==> src/rtl/mig_cmd_ctrl_pkg.sv <==
// Shared types and constants for the MIG command controller: FSM state
// encoding, MIG app_cmd codes and the request record popped from the
// apb2mig FIFO.
package mig_cmd_ctrl_pkg;

   localparam int MCC_ADDR_W     = 27;
   localparam int MCC_APB_DATA_W = 32;
   localparam int MCC_APP_DATA_W = 128;
   localparam int MCC_STRB_W     = MCC_APB_DATA_W / 8;
   localparam int MCC_LANES      = MCC_APP_DATA_W / MCC_APB_DATA_W;
   localparam int MCC_LANE_W     = $clog2(MCC_LANES);

   localparam logic [2:0] APP_CMD_WRITE = 3'b000;
   localparam logic [2:0] APP_CMD_READ  = 3'b001;

   typedef enum logic [2:0] {
      ST_IDLE,
      ST_WR,
      ST_RD_CMD,
      ST_RD_DATA,
      ST_RSP
   } state_e;

   typedef struct packed {
      logic                      write;
      logic [MCC_ADDR_W:0]       addr;
      logic [MCC_APB_DATA_W-1:0] wdata;
      logic [MCC_STRB_W-1:0]     strb;
   } mig_req_t;

   // 32-bit lane inside the 128-bit MIG word addressed by a byte address.
   function automatic logic [MCC_LANE_W-1:0] addr_lane(input logic [MCC_ADDR_W:0] addr);
      return addr[MCC_LANE_W+1:2];
   endfunction

endpackage

==> src/rtl/mig_cmd_ctrl_lane_sel.sv <==
// Lane steering between the 32-bit request side and the 128-bit MIG side:
// write data is replicated to every lane, the write mask enables only the
// strobed bytes of the selected lane, and read data is narrowed to one lane.
module mig_lane_sel #(
   parameter  int APB_DATA_W = 32,
   parameter  int APP_DATA_W = 128,
   localparam int LANES      = APP_DATA_W / APB_DATA_W,
   localparam int STRB_W     = APB_DATA_W / 8,
   localparam int APP_MASK_W = APP_DATA_W / 8,
   localparam int LANE_W     = $clog2(LANES)
) (
   input  logic [LANE_W-1:0]     wr_lane_i,
   input  logic [APB_DATA_W-1:0] wdata_i,
   input  logic [STRB_W-1:0]     strb_i,
   input  logic [LANE_W-1:0]     rd_lane_i,
   input  logic [APP_DATA_W-1:0] rd_data_i,
   output logic [APP_DATA_W-1:0] wdf_data_o,
   output logic [APP_MASK_W-1:0] wdf_mask_o,
   output logic [APB_DATA_W-1:0] rd_word_o
);

   logic [APB_DATA_W-1:0] rd_lanes [LANES];

   for (genvar gi = 0; gi < LANES; gi++) begin : g_lane
      assign wdf_data_o[gi*APB_DATA_W +: APB_DATA_W] = wdata_i;
      // Mask bit 1 means "do not write"; only the addressed lane is opened.
      assign wdf_mask_o[gi*STRB_W +: STRB_W] =
         (wr_lane_i == LANE_W'(gi)) ? ~strb_i : {STRB_W{1'b1}};
      assign rd_lanes[gi] = rd_data_i[gi*APB_DATA_W +: APB_DATA_W];
   end

   assign rd_word_o = rd_lanes[rd_lane_i];

endmodule

==> src/rtl/mig_cmd_ctrl.sv <==
// MIG command controller: pops one request from the apb2mig FIFO, issues a
// single-beat MIG write or read, and pushes read data into the mig2apb FIFO.
// Only one MIG transaction is outstanding at a time.
// Optional embedded assertions are compiled in with MIG_CMD_CTRL_SVA_EN.
module mig_cmd_ctrl
   import mig_cmd_ctrl_pkg::*;
#(
   parameter  int ADDR_W     = MCC_ADDR_W,
   parameter  int APB_DATA_W = MCC_APB_DATA_W,
   parameter  int APP_DATA_W = MCC_APP_DATA_W,
   localparam int APP_MASK_W = APP_DATA_W / 8,
   localparam int STRB_W     = APB_DATA_W / 8
) (
   input  logic                  ui_clk_i,
   input  logic                  ui_clk_sync_rst_i,
   input  logic                  init_calib_complete_i,
   input  logic                  req_empty_i,
   output logic                  req_rd_en_o,
   input  logic                  req_write_i,
   input  logic [ADDR_W:0]       req_addr_i,
   input  logic [APB_DATA_W-1:0] req_wdata_i,
   input  logic [STRB_W-1:0]     req_strb_i,
   input  logic                  rsp_full_i,
   output logic                  rsp_wr_en_o,
   output logic [APB_DATA_W-1:0] rsp_wdata_o,
   output logic [ADDR_W-1:0]     app_addr_o,
   output logic [2:0]            app_cmd_o,
   output logic                  app_en_o,
   input  logic                  app_rdy_i,
   output logic [APP_DATA_W-1:0] app_wdf_data_o,
   output logic [APP_MASK_W-1:0] app_wdf_mask_o,
   output logic                  app_wdf_wren_o,
   output logic                  app_wdf_end_o,
   input  logic                  app_wdf_rdy_i,
   input  logic [APP_DATA_W-1:0] app_rd_data_i,
   input  logic                  app_rd_data_valid_i
);

   state_e                state_q,     state_d;
   mig_req_t              req_q,       req_d;
   logic                  cmd_done_q,  cmd_done_d;
   logic                  wdf_done_q,  wdf_done_d;
   logic [APP_DATA_W-1:0] wdf_data_q,  wdf_data_d;
   logic [APP_MASK_W-1:0] wdf_mask_q,  wdf_mask_d;
   logic [APB_DATA_W-1:0] rsp_data_q,  rsp_data_d;

   mig_req_t              req_in;
   logic [APP_DATA_W-1:0] lane_wdf_data;
   logic [APP_MASK_W-1:0] lane_wdf_mask;
   logic [APB_DATA_W-1:0] lane_rd_word;
   logic                  cmd_acc;
   logic                  wdf_acc;
   logic                  unused_req_bits;

   assign req_in.write = req_write_i;
   assign req_in.addr  = req_addr_i;
   assign req_in.wdata = req_wdata_i;
   assign req_in.strb  = req_strb_i;

   // Write data/mask are built from the FIFO head at pop time and held in
   // registers; read lane selection uses the registered request address.
   mig_lane_sel #(
      .APB_DATA_W (APB_DATA_W),
      .APP_DATA_W (APP_DATA_W)
   ) u_lane_sel (
      .wr_lane_i  (addr_lane(req_in.addr)),
      .wdata_i    (req_in.wdata),
      .strb_i     (req_in.strb),
      .rd_lane_i  (addr_lane(req_q.addr)),
      .rd_data_i  (app_rd_data_i),
      .wdf_data_o (lane_wdf_data),
      .wdf_mask_o (lane_wdf_mask),
      .rd_word_o  (lane_rd_word)
   );

   // MIG addresses are in 16-bit column units, aligned to a BL8 burst.
   assign app_addr_o     = {req_q.addr[ADDR_W:4], 3'b000};
   assign app_wdf_data_o = wdf_data_q;
   assign app_wdf_mask_o = wdf_mask_q;
   assign rsp_wdata_o    = rsp_data_q;

   // Only the address, data and lane are consumed after the pop; the type
   // is carried in the FSM state and the strobes in the registered mask.
   assign unused_req_bits = ^{req_q.write, req_q.wdata, req_q.strb, req_q.addr[1:0]};

   assign cmd_acc = cmd_done_q | app_rdy_i;
   assign wdf_acc = wdf_done_q | app_wdf_rdy_i;

   // Next-state and output decode; FIFO pop/push are suppressed in reset.
   always_comb begin
      state_d        = state_q;
      req_d          = req_q;
      cmd_done_d     = cmd_done_q;
      wdf_done_d     = wdf_done_q;
      wdf_data_d     = wdf_data_q;
      wdf_mask_d     = wdf_mask_q;
      rsp_data_d     = rsp_data_q;
      req_rd_en_o    = 1'b0;
      rsp_wr_en_o    = 1'b0;
      app_en_o       = 1'b0;
      app_cmd_o      = APP_CMD_WRITE;
      app_wdf_wren_o = 1'b0;
      app_wdf_end_o  = 1'b0;

      case (state_q)
         ST_IDLE: begin
            if (init_calib_complete_i && !req_empty_i && !ui_clk_sync_rst_i) begin
               req_rd_en_o = 1'b1;
               req_d       = req_in;
               wdf_data_d  = lane_wdf_data;
               wdf_mask_d  = lane_wdf_mask;
               cmd_done_d  = 1'b0;
               wdf_done_d  = 1'b0;
               state_d     = req_write_i ? ST_WR : ST_RD_CMD;
            end
         end
         ST_WR: begin
            // Command and write-data channels handshake independently.
            app_en_o       = !cmd_done_q;
            app_cmd_o      = APP_CMD_WRITE;
            app_wdf_wren_o = !wdf_done_q;
            app_wdf_end_o  = !wdf_done_q;
            if (cmd_acc && wdf_acc) begin
               cmd_done_d = 1'b0;
               wdf_done_d = 1'b0;
               state_d    = ST_IDLE;
            end else begin
               cmd_done_d = cmd_acc;
               wdf_done_d = wdf_acc;
            end
         end
         ST_RD_CMD: begin
            app_en_o  = 1'b1;
            app_cmd_o = APP_CMD_READ;
            if (app_rdy_i) begin
               state_d = ST_RD_DATA;
            end
         end
         ST_RD_DATA: begin
            if (app_rd_data_valid_i) begin
               rsp_data_d = lane_rd_word;
               state_d    = ST_RSP;
            end
         end
         ST_RSP: begin
            // Response data is held until the FIFO has room.
            if (!rsp_full_i && !ui_clk_sync_rst_i) begin
               rsp_wr_en_o = 1'b1;
               state_d     = ST_IDLE;
            end
         end
         default: begin
            state_d = ST_IDLE;
         end
      endcase
   end

   // State and data registers with synchronous reset.
   always_ff @(posedge ui_clk_i) begin
      if (ui_clk_sync_rst_i) begin
         state_q    <= ST_IDLE;
         req_q      <= '0;
         cmd_done_q <= 1'b0;
         wdf_done_q <= 1'b0;
         wdf_data_q <= '0;
         wdf_mask_q <= '0;
         rsp_data_q <= '0;
      end else begin
         state_q    <= state_d;
         req_q      <= req_d;
         cmd_done_q <= cmd_done_d;
         wdf_done_q <= wdf_done_d;
         wdf_data_q <= wdf_data_d;
         wdf_mask_q <= wdf_mask_d;
         rsp_data_q <= rsp_data_d;
      end
   end

`ifdef MIG_CMD_CTRL_SVA_EN
   a_app_en_hold: assert property (@(posedge ui_clk_i) disable iff (ui_clk_sync_rst_i)
      app_en_o && !app_rdy_i |=> app_en_o && $stable(app_addr_o) && $stable(app_cmd_o));

   a_wdf_wren_hold: assert property (@(posedge ui_clk_i) disable iff (ui_clk_sync_rst_i)
      app_wdf_wren_o && !app_wdf_rdy_i |=> app_wdf_wren_o);

   a_no_push_full: assert property (@(posedge ui_clk_i) disable iff (ui_clk_sync_rst_i)
      !(rsp_wr_en_o && rsp_full_i));

   a_no_pop_empty: assert property (@(posedge ui_clk_i) disable iff (ui_clk_sync_rst_i)
      !(req_rd_en_o && req_empty_i));

   a_no_stray_rd_data: assert property (@(posedge ui_clk_i) disable iff (ui_clk_sync_rst_i)
      app_rd_data_valid_i |-> state_q == ST_RD_DATA)
      else $error("mig_cmd_ctrl: app_rd_data_valid_i outside RD_DATA");
`endif

endmodule

==> config.mk <==
export PLATFORM = sky130hd
export DESIGN_NAME = mig_cmd_ctrl
export DESIGN_NICKNAME = d
export VERILOG_FILES = /design/src/rtl/mig_cmd_ctrl_pkg.sv /design/src/rtl/mig_cmd_ctrl_lane_sel.sv /design/src/rtl/mig_cmd_ctrl.sv
export SDC_FILE = /design/constraint.sdc
export NUM_CORES = 1
export LEC_CHECK = 0
export CAP_MARGIN = 20
export CORE_AREA = 2 2 160 162
export DETAILED_ROUTE_END_ITERATION = 7
export DIE_AREA = 0 0 162 164
export MAX_ROUTING_LAYER = met4
export SYNTH_ARGS = -nofsm -noshare
export SYNTH_HDL_FRONTEND = slang
export SYNTH_SLANG_ARGS = --single-unit
==> constraint.sdc <==
create_clock -name ui_clk_i -period 1.4 [get_ports ui_clk_i]
set_input_delay 0.28 -clock ui_clk_i [delete_from_list [all_inputs] [get_ports ui_clk_i]]
set_output_delay 0.28 -clock ui_clk_i [all_outputs]
set_load 0.005 [all_outputs]
Word level (Yosys, flattened, before mapping)
Index checks and enable logic that the tools add are counted.
{"block": "op_classes", "bitwise_logic": 4, "muxes": 26, "n_lt_le_gt_ge": 1, "eq_ne": 12, "reduce_logical": 16}
{"cell": "binary-select mux 32 bit (select 2 bit)", "n": 1}
{"cell": "2-to-1 mux 32 bit", "n": 2}
{"cell": "2-to-1 mux 4 bit", "n": 4}
{"cell": "2-to-1 mux 3 bit", "n": 5}
{"cell": "one-hot mux 3 bit (5 select lines)", "n": 1}
{"cell": "inequality test 2 bit, second input constant", "n": 5}
{"cell": "2-to-1 mux 1 bit", "n": 9}
{"cell": "equality test 3 x 2 -> 1 bit, second input constant", "n": 2}
{"cell": "one-hot mux 1 bit (2 select lines)", "n": 3}
{"cell": "AND reduction 2 bit", "n": 3}
{"cell": "zero test 1 bit", "n": 5}
{"cell": "AND reduction 5 bit", "n": 1}
{"cell": "equality test 2 bit, second input constant", "n": 2}
{"cell": "logical AND 1 bit", "n": 4}
{"cell": "NOT 4 bit", "n": 1}
{"cell": "equality test 3 x 1 -> 1 bit, second input constant", "n": 1}
{"cell": "equality test 3 bit, second input constant", "n": 1}
{"cell": ">= comparator 3 bit, second input constant", "n": 1}
{"cell": "zero test 3 bit", "n": 1}
{"cell": "NOT 2 -> 3 bit", "n": 1}
{"cell": "equality test 2 x 1 -> 1 bit, second input constant", "n": 1}
{"cell": "zero test 2 bit", "n": 1}
{"cell": "2-to-1 mux 2 bit", "n": 1}
{"cell": "OR 1 bit", "n": 2}
{"cell": "nonzero test 2 bit", "n": 1}
{"block": "word_totals", "input_bits": 201, "output_inout_bits": 211, "reg_bits": 209, "wordCells": 66}

Longest topological paths before layout
Gate-level depths: netlist of the first run.
{"block": "depth", "word_depth": 5, "depth_mapped": 7}

Hierarchy
Synthesis of the first run repeated with hierarchy kept, for this count alone.
{"block": "hier_totals", "cells_unflattened": 1136, "area_unflattened_um2": 9857.0}
{"mod": "mig_cmd_ctrl", "area_each_um2": 7958.9, "seq_area_each_um2": 4144.0, "n_inst": 1, "cells_per_inst": 951}
{"mod": "mig_lane_sel", "area_each_um2": 1898.1, "seq_area_each_um2": 0.0, "n_inst": 1, "cells_per_inst": 185}

Worst setup path before layout of the first run
OpenSTA, ideal clock, no wires.
{"block": "synth_path", "path_type": "reg-to-reg", "startpoint": "register req_q[38] in the netlist's numbering", "endpoint": "register rsp_data_q[10], in the netlist rsp_wdata_o[10]", "path_buffers": 2, "t_arrival_ns": 1.391, "path_slack_ns": -0.123, "stages_incl_launch_ff": 6, "synth_period_minus_slack_ns": 1.523, "setup_ns": 0.132, "t_required_ns": 1.268, "path_cell_list": "dfxtp_1 -> buf_2 -> buf_2 -> mux4_2 -> nand2_1 -> a21oi_1"}
{"block": "synth_between", "elab_chain_cells": 4}
{"item": "start, declared", "line": "mig_cmd_ctrl.sv:40", "rtl": "mig_req_t req_q, req_d;"}
{"item": "start signal, assigned", "line": "mig_cmd_ctrl.sv:170", "rtl": "req_q <= req_d;"}
{"item": "NOT 2 -> 3 bit (not written as such)", "line": "mig_cmd_ctrl_lane_sel.sv:32", "rtl": "assign rd_word_o = rd_lanes[rd_lane_i];"}
{"item": "binary-select mux 32 bit (select 2 bit)", "line": "mig_cmd_ctrl_lane_sel.sv:32"}
{"item": "2-to-1 mux 32 bit (not written as such) (2 in series)", "line": "mig_cmd_ctrl_lane_sel.sv:32"}
{"item": "end signal, assigned", "line": "mig_cmd_ctrl.sv:175", "rtl": "rsp_data_q <= rsp_data_d;"}
{"item": "end, declared", "line": "mig_cmd_ctrl.sv:45", "rtl": "logic [APB_DATA_W-1:0] rsp_data_q, rsp_data_d;"}
Every way passes these cells. The select of a mux whose other input is x is not followed.
A chain may end at the register's enable or synchronous reset.

Final worst setup path of the first run
{"block": "layout_path", "startpoint": "register state_q[1]", "endpoint": "output port req_rd_en_o"}
{"block": "layout_between", "elab_chain_cells": 2}
{"item": "start, declared", "line": "mig_cmd_ctrl.sv:39", "rtl": "state_e state_q, state_d;"}
{"item": "start signal, assigned", "line": "mig_cmd_ctrl.sv:169", "rtl": "state_q <= state_d;"}
{"item": "zero test 3 bit", "line": "mig_cmd_ctrl.sv:105", "rtl": "case (state_q)"}
{"item": "2-to-1 mux 1 bit", "line": "mig_cmd_ctrl.sv:105"}
{"item": "end, declared", "line": "mig_cmd_ctrl.sv:18", "rtl": "output logic req_rd_en_o,"}
Every way passes these cells.

==> metrics, run 1 <==
First-pass DRT Iterations=4; Yosys Warn Count=0; count of nets after finishing=about 1200; depth of the CTS H-tree=3; DRC violation total after the first TritonRoute iteration=about 210; unrepaired setup endpoints after global routing=yes; row cnt=58; DIE HEIGHT=about 160 um; vias in the first global route=5483; switching fraction of total power=between 20 and 30%; Fin Clk Skew=0.00921 ns; final max-slew violation count=0; pin slew with the least headroom to its limit=~0.7 ns; Worst VDD drop=0.466 mV; violations in the final reports=setup timing; kind of end point of the critical path=output pin; count of different cell masters after synthesis=33; area growth from synthesis to layout=85.4%; starting density of the core=a little under a quarter; total number of clock tree sinks=111; DRT Wirelength=roughly 23000 um; fraction of final layout cells with drive strength greater than 1=between 20% and 30%; drc violations=0; TritonCTS clock tree=built; post-cts hold buffer count=0; detailed placement HPWL=15400 um; total internal power=~6000 uW; number of CTS-inserted buffers=9; proportion of power drawn by combinational gates=24.1%; number of flops mapped to enable cells by yosys=0; total setup violations reported at the end of the flow=between 100 and 150; mean post-synth cell area=roughly 8.8 um^2; flops & latches, synth=roughly 110; Critical Path AT=~1.5 ns; area enclosed by the die boundary=approximately 27000 um^2; power per unit of standard cell area=741 nW/um^2; leakage power of the design=just under 0.005 uW; Cell Area, Synth=5840 um^2; final core utilization=43.7%; placer congestion estimate=0.738; largest incremental delay on the critical path=around 0.36 ns; cell with the most instances after synthesis=sky130_fd_sc_hd__nand2_1; post-CTS clock slew at the launch and capture registers of the worst setup and hold paths=approximately 0.080 ns; Hold Crit Depth=3; Post-synth ARST share=0%; worst relative slew slack=a little over half; switching pwr=around 2000 uW; total of buffers placed on input and output ports=slightly above 400; post-route ant nets=0; cell at the root of the clock tree=sky130_fd_sc_hd__clkbuf_16; Max clock buf depth=2; leading cell types by total area after synthesis=sky130_fd_sc_hd__dfxtp_1, sky130_fd_sc_hd__buf_4, sky130_fd_sc_hd__mux4_2; type of the tightest min-delay check=input pin to register; largest area contributor in the synthesized netlist=sky130_fd_sc_hd__dfxtp_1; dominant register cell in the synthesized netlist=sky130_fd_sc_hd__dfxtp_1; CP startpoint kind=register; Placed Instances=approximately 1300; register area share after synthesis=between 30% and 40%; number of failing hold endpoints at the final stage=0; PnR worst setup slack=-0.353 ns; maximum capacitance violations=0; total routing usage reported by global routing=between 10% and 20%; ratio of final minimum period to clock period=125%; final critical delay including setup and external delays=about 1.8 ns; average routed wire per standard cell=between 15 and 20 um; top-level I/O count=around 400; maximum number of pins on one net before global-route repair=between 70 and 80; post-synthesis cell count=approximately 660; vias after detailed routing=~5800; maximum fanout along the worst path=3; fmax=around 0.57 GHz; initial antenna violation count=0; overall overflow remaining after global route=0; Die Wd=between 150 and 200 um; kind of critical path=register to output pin; chain of cells forming the critical path=buf_12, nor4b_4, nand2_2, inv_2, buf_6; vias per cell=~4.3; number of cells in the finished layout apart from fillers=between 1000 and 1500; share of power burned in the clock network=approximately a third; Std-Cell Core Area=between 20000 and 25000 um^2; fraction of post-synthesis cell area in the top cell type by area=a little under two fifths; Req. time, crit path=approximately 1.1 ns; Synth top cells by count=sky130_fd_sc_hd__nand2_1, sky130_fd_sc_hd__buf_4, sky130_fd_sc_hd__dfxtp_1; status=finished with violations; first-pass GRT wire length=between 30000 and 40000 um; Critical Path Slowest Stage Cell=sky130_fd_sc_hd__dfxtp_4; portion of total power attributed to sequential cells=41.9%; worst reg2reg path depth=8; clock latency reported for the late side of the worst-skew pair=around 0.35 ns; post-route worst hold slack=between 0.4 and 0.5 ns
[per-stage QoR]
stage               instance area [um^2]  power, uW  setup WS [ns]  setup TNS, ns
detailed placement                  9430       5250         -0.692         -45.13
finish                             10800       8020         -0.353         -22.00
global route                       10800       8430         -0.456         -33.40
floorplan                           5890       4230        -0.0421         -0.140
CTS                                10200       8030         -0.380         -26.23
global placement                    9430       5230         -0.665         -41.72
[per-layer routing]
metal	wire [um]	GRT usage [%]
met2	12700	30.4
met4	218	3.66
met1	8610	17.5
met3	1520	3.23
met5	0	-
[cells by family after synthesis]
logic type,count (synthesis),share of synthesized area (%)
muxes,32,12.3
DFF,111,38.0
other,1,0.0642
buffers and inverters,173,19.9
and+or+nand+nor,284,23.3
AOI/OAI and AO/OA,60,6.42
[state kept, by name, summed over array words and instances, names as in the netlist]
| register | count |
|---|---|
| rsp_wdata_o | 32 |
| state_q | 3 |
| cmd_done_q | 1 |
| app_wdf_mask_o | 16 |
| wdf_done_q | 1 |
| req_q | 2 |
| app_wdf_data_o | 32 |
| app_addr_o | 24 |
[worst paths after layout]
kind                                            end  slack (ns)             from
worst min-delay path            app_wdf_data_o[122]        0.44  req_wdata_i[26]
worst max-delay path                    req_rd_en_o       -0.35       state_q[1]
worst max register to register    app_wdf_mask_o[1]       -0.31       state_q[1]
worst min register to register      rsp_wdata_o[28]        0.45  rsp_wdata_o[28]
[final cells by class]
type | instances | area (um^2)
timing repair buffer | 499 | 5020
inverter | 1 | 3.75
clock buffer | 10 | 239
antenna | 1 | 2.50
fill | 2480 | 14000
tap | 330 | 413
clock inverter | 5 | 65.1
sequential | 111 | 2350
multi-input combinational | 381 | 2750
[power groups by stage]
stage / Combinational, uW / Clock, uW / Sequential [uW]
floorplan: 781 / 0 / 3450
global placement: 1760 / 0 / 3480
detailed placement: 1770 / 0 / 3480
CTS: 1820 / 2850 / 3360
global route: 2080 / 2970 / 3380
finish: 1940 / 2720 / 3360
[worst max-delay path, delay by kind of cell (launching register included)]
kind / cells / cell delay (ns)
flip-flops: 1 / 0.36
AND/OR/NAND/NOR: 2 / 0.44
buffers and inverters: 3 / 0.31
[cell usage in the layout (no fill, tap or decap), types with 2 or more instances in the layout]
cell type,synthesis,final
sky130_fd_sc_hd__bufbuf_16,0,2
sky130_fd_sc_hd__dfxtp_2,0,21
sky130_fd_sc_hd__nand3b_1,58,58
sky130_fd_sc_hd__conb_1,1,5
sky130_fd_sc_hd__buf_8,0,5
sky130_fd_sc_hd__buf_12,0,11
sky130_fd_sc_hd__buf_6,2,8
sky130_fd_sc_hd__nor2_4,0,2
sky130_fd_sc_hd__clkinv_4,0,2
sky130_fd_sc_hd__nand2_4,0,11
sky130_fd_sc_hd__nand3_1,2,2
sky130_fd_sc_hd__nand2_1,180,153
sky130_fd_sc_hd__clkbuf_16,0,15
sky130_fd_sc_hd__nand2_2,1,17
sky130_fd_sc_hd__a311oi_1,16,16
sky130_fd_sc_hd__clkdlybuf4s15_1,0,44
sky130_fd_sc_hd__clkdlybuf4s50_1,0,197
sky130_fd_sc_hd__buf_2,16,2
sky130_fd_sc_hd__inv_6,0,2
sky130_fd_sc_hd__a21oi_1,36,15
sky130_fd_sc_hd__dfxtp_4,0,26
sky130_fd_sc_hd__nor2b_1,2,2
sky130_fd_sc_hd__nor2_1,26,24
sky130_fd_sc_hd__dlygate4sd2_1,0,156
sky130_fd_sc_hd__mux4_2,32,32
sky130_fd_sc_hd__nand2b_1,3,3
sky130_fd_sc_hd__buf_4,127,62
sky130_fd_sc_hd__buf_16,0,6
sky130_fd_sc_hd__a21oi_2,0,21
sky130_fd_sc_hd__dfxtp_1,111,64
[what timing repair did]
action,4_1_cts,5_1_grt
resized for setup,322,120
pin swaps,19,27
setup buffers,45,13
gates cloned,7,7
setup endpoints to repair,304,153
No activity file was read; power rests on OpenSTA's default activity.
==> inputs of run 2 (changes only) <==
Settings changed: GPL_TIMING_DRIVEN from default to 0, SLEW_MARGIN from default to 10.
==> metrics, run 2 (synthesis gave the netlist of run 1 again) <==
worst reg2reg path depth=8 (unchanged); Std-Cell Core Area=24800 um^2 (unchanged); TritonCTS clock tree=built; detailed placement HPWL=18200 um (+18%); clock latency reported for the late side of the worst-skew pair=0.35 ns (about the same); Fin Clk Skew=0.00529 ns (-0.00392 ns); overall overflow remaining after global route=0 (unchanged); final critical delay including setup and external delays=1.90 ns (+0.150 ns); cell area after placement=10300 um^2 (+9.8%); area growth from synthesis to layout=105%; vias in the first global route=6328 (+15%); Max clock buf depth=2 (unchanged); routing usage on met2=35.1% (+4.7 points); vias after detailed routing=6361 (+9.5%); CP startpoint kind=register; power per unit of standard cell area=688 nW/um^2 (-7.0%); minimum setup slack after placement=-1.44 ns (-0.746 ns); count of nets after finishing=1357 (+13%); met1 Track Usage GR=18.1% (+0.60 points); drc violations=0 (unchanged); total number of clock tree sinks=111 (unchanged); post-CTS clock slew at the launch and capture registers of the worst setup and hold paths=0.08 ns (about the same); starting density of the core=23.5% (unchanged); type of the tightest min-delay check=input pin to register; leakage power of the design=0.00566 uW (+14%); Placed Instances=1399 (+12%); Worst VDD drop=0.468 mV (+0.60%); average routed wire per standard cell=16.6 um (-3.8%); post-route ant nets=0 (unchanged); DIE HEIGHT=164 um (unchanged); DRT Wirelength=24700 um (+7.2%); Die Wd=162 um (unchanged); leading cell type in the layout, fill and taps excluded=sky130_fd_sc_hd__clkdlybuf4s50_1; most used cells in the layout excluding fill and tap cells=sky130_fd_sc_hd__clkdlybuf4s50_1, sky130_fd_sc_hd__buf_4, sky130_fd_sc_hd__nand2_1; maximum fanout along the worst path=2 (-1); global routing's busiest layer=met2; number of cells in the finished layout apart from fillers=1492 (+12%); row cnt=58 (unchanged); worst relative slew slack=58.9% (+5.6 points); fmax=0.526 GHz (-7.9%); total setup violations reported at the end of the flow=114 (-1.7%); violations in the final reports=setup timing; grt met3 use=4.02% (+0.78 points); unrepaired setup endpoints after global routing=yes; top-level I/O count=412 (unchanged); depth of the CTS H-tree=3 (unchanged); First-pass DRT Iterations=4 (unchanged); fraction of final layout cells with drive strength greater than 1=41.0% (+15 points); vias per cell=4.26 (-1.8%); status=finished with violations; number of CTS-inserted buffers=9 (unchanged); Req. time, crit path=1.12 ns (about the same); final max-slew violation count=0 (unchanged); kind of end point of the critical path=output pin; DRC violation total after the first TritonRoute iteration=162 (-23%); ratio of final minimum period to clock period=136% (+11 points); Critical Path AT=1.62 ns (+0.15 ns); maximum number of pins on one net before global-route repair=19 (-75%); placer congestion estimate=0.757 (+2.6%); maximum capacitance violations=0 (unchanged); summed negative setup slack over all endpoints=-20.79 ns (+1.22 ns); area enclosed by the die boundary=26600 um^2 (unchanged); post-cts hold buffer count=0 (unchanged); Hold Crit Depth=3 (unchanged); total routing usage reported by global routing=18.1% (+1.9 points); first-pass GRT wire length=35500 um (+12%); total of buffers placed on input and output ports=404 (unchanged); kind of critical path=register to output pin; pin slew with the least headroom to its limit=0.617 ns (-0.0838 ns); overall power=8250 uW (+2.9%); post-route cell area=12000 um^2 (+11%); PnR worst setup slack=-0.503 ns (-0.150 ns); cell at the root of the clock tree=sky130_fd_sc_hd__clkbuf_16; number of failing hold endpoints at the final stage=0 (unchanged); initial antenna violation count=1 (+1)
==> run 2: cell types whose count changed in the layout (fill, tap and decap cells not counted), sizes merged, moves of 2 or more <==
cell,delta
bufbuf,-2
clkdlybuf4s15,-17
dlygate4sd2,-34
clkbuf,+32
buf,+176
==> run 2: cell type report <==
cell class,count,area [um^2]
clock inverter,5,40.0
multi-input combinational,381,2770
clock buffer,11,253
fill,2465,12800
buffer,169,1450
tap,330,413
inverter,1,11.3
antenna,1,2.50
timing repair buffer,483,4690
sequential,111,2360
==> run 2: worst paths after layout <==
path | startpoint | endpoint | slack [ns]
worst max-delay path | state_q[2] | app_en_o | -0.50
worst min-delay path | req_wdata_i[25] | app_wdf_data_o[121] | 0.44
worst max register to register | state_q[1] | app_wdf_mask_o[14] | -0.28
worst min register to register | rsp_wdata_o[21] | rsp_wdata_o[21] | 0.45
==> run 2: where the power goes <==
part | total, uW | switching, uW | internal, uW
combinational | 2260 | 726 | 1540
clock | 2610 | 1280 | 1330
sequential | 3390 | 116 | 3270
total | 8250 | 2120 | 6130
==> run 2: through the flow <==
| step | hold slack, ns | utilization, % |
|---|---|---|
| 2_1_floorplan | 0.379 | - |
| 3_3_place_gp | 0.443 | 41.7 |
| 3_5_place_dp | 0.446 | 41.7 |
| 4_1_cts | 0.422 | 47.5 |
| 5_1_grt | 0.436 | 48.3 |
| 6_report | 0.442 | 48.3 |
==> run 2: timing repair <==
action                                 4_1_cts  5_1_grt
setup endpoints to repair                  316      164
buffers inserted                            67        8
endpoints found under the hold margin        0        0
gates cloned                                14        4
gates resized for setup                    548      125
pin swaps                                   58       53
==> run 2: worst max-delay path, cell delays in order (launching register included) <==
cell and delay (ns):
sky130_fd_sc_hd__dfxtp_2 0.33, sky130_fd_sc_hd__buf_8 0.11, sky130_fd_sc_hd__or3b_4 0.39, sky130_fd_sc_hd__buf_6 0.13
sky130_fd_sc_hd__o21bai_1 0.15, sky130_fd_sc_hd__buf_2 0.15
==> run 2: per-layer routing <==
| layer | wire length [um] | vias up |
|---|---|---|
| met4 | 391 | 0 |
| met1 | 9070 | 2984 |
| met2 | 13600 | 264 |
| li1 | - | 3096 |
| met5 | 0 | - |
| met3 | 1690 | 17 |
==> inputs of run 3 (changes only) <==
Settings changed: SLEW_MARGIN 10 to 20.
==> results of run 3 <==
No change in the layout: final DEF, timing and power equal those of run 2.
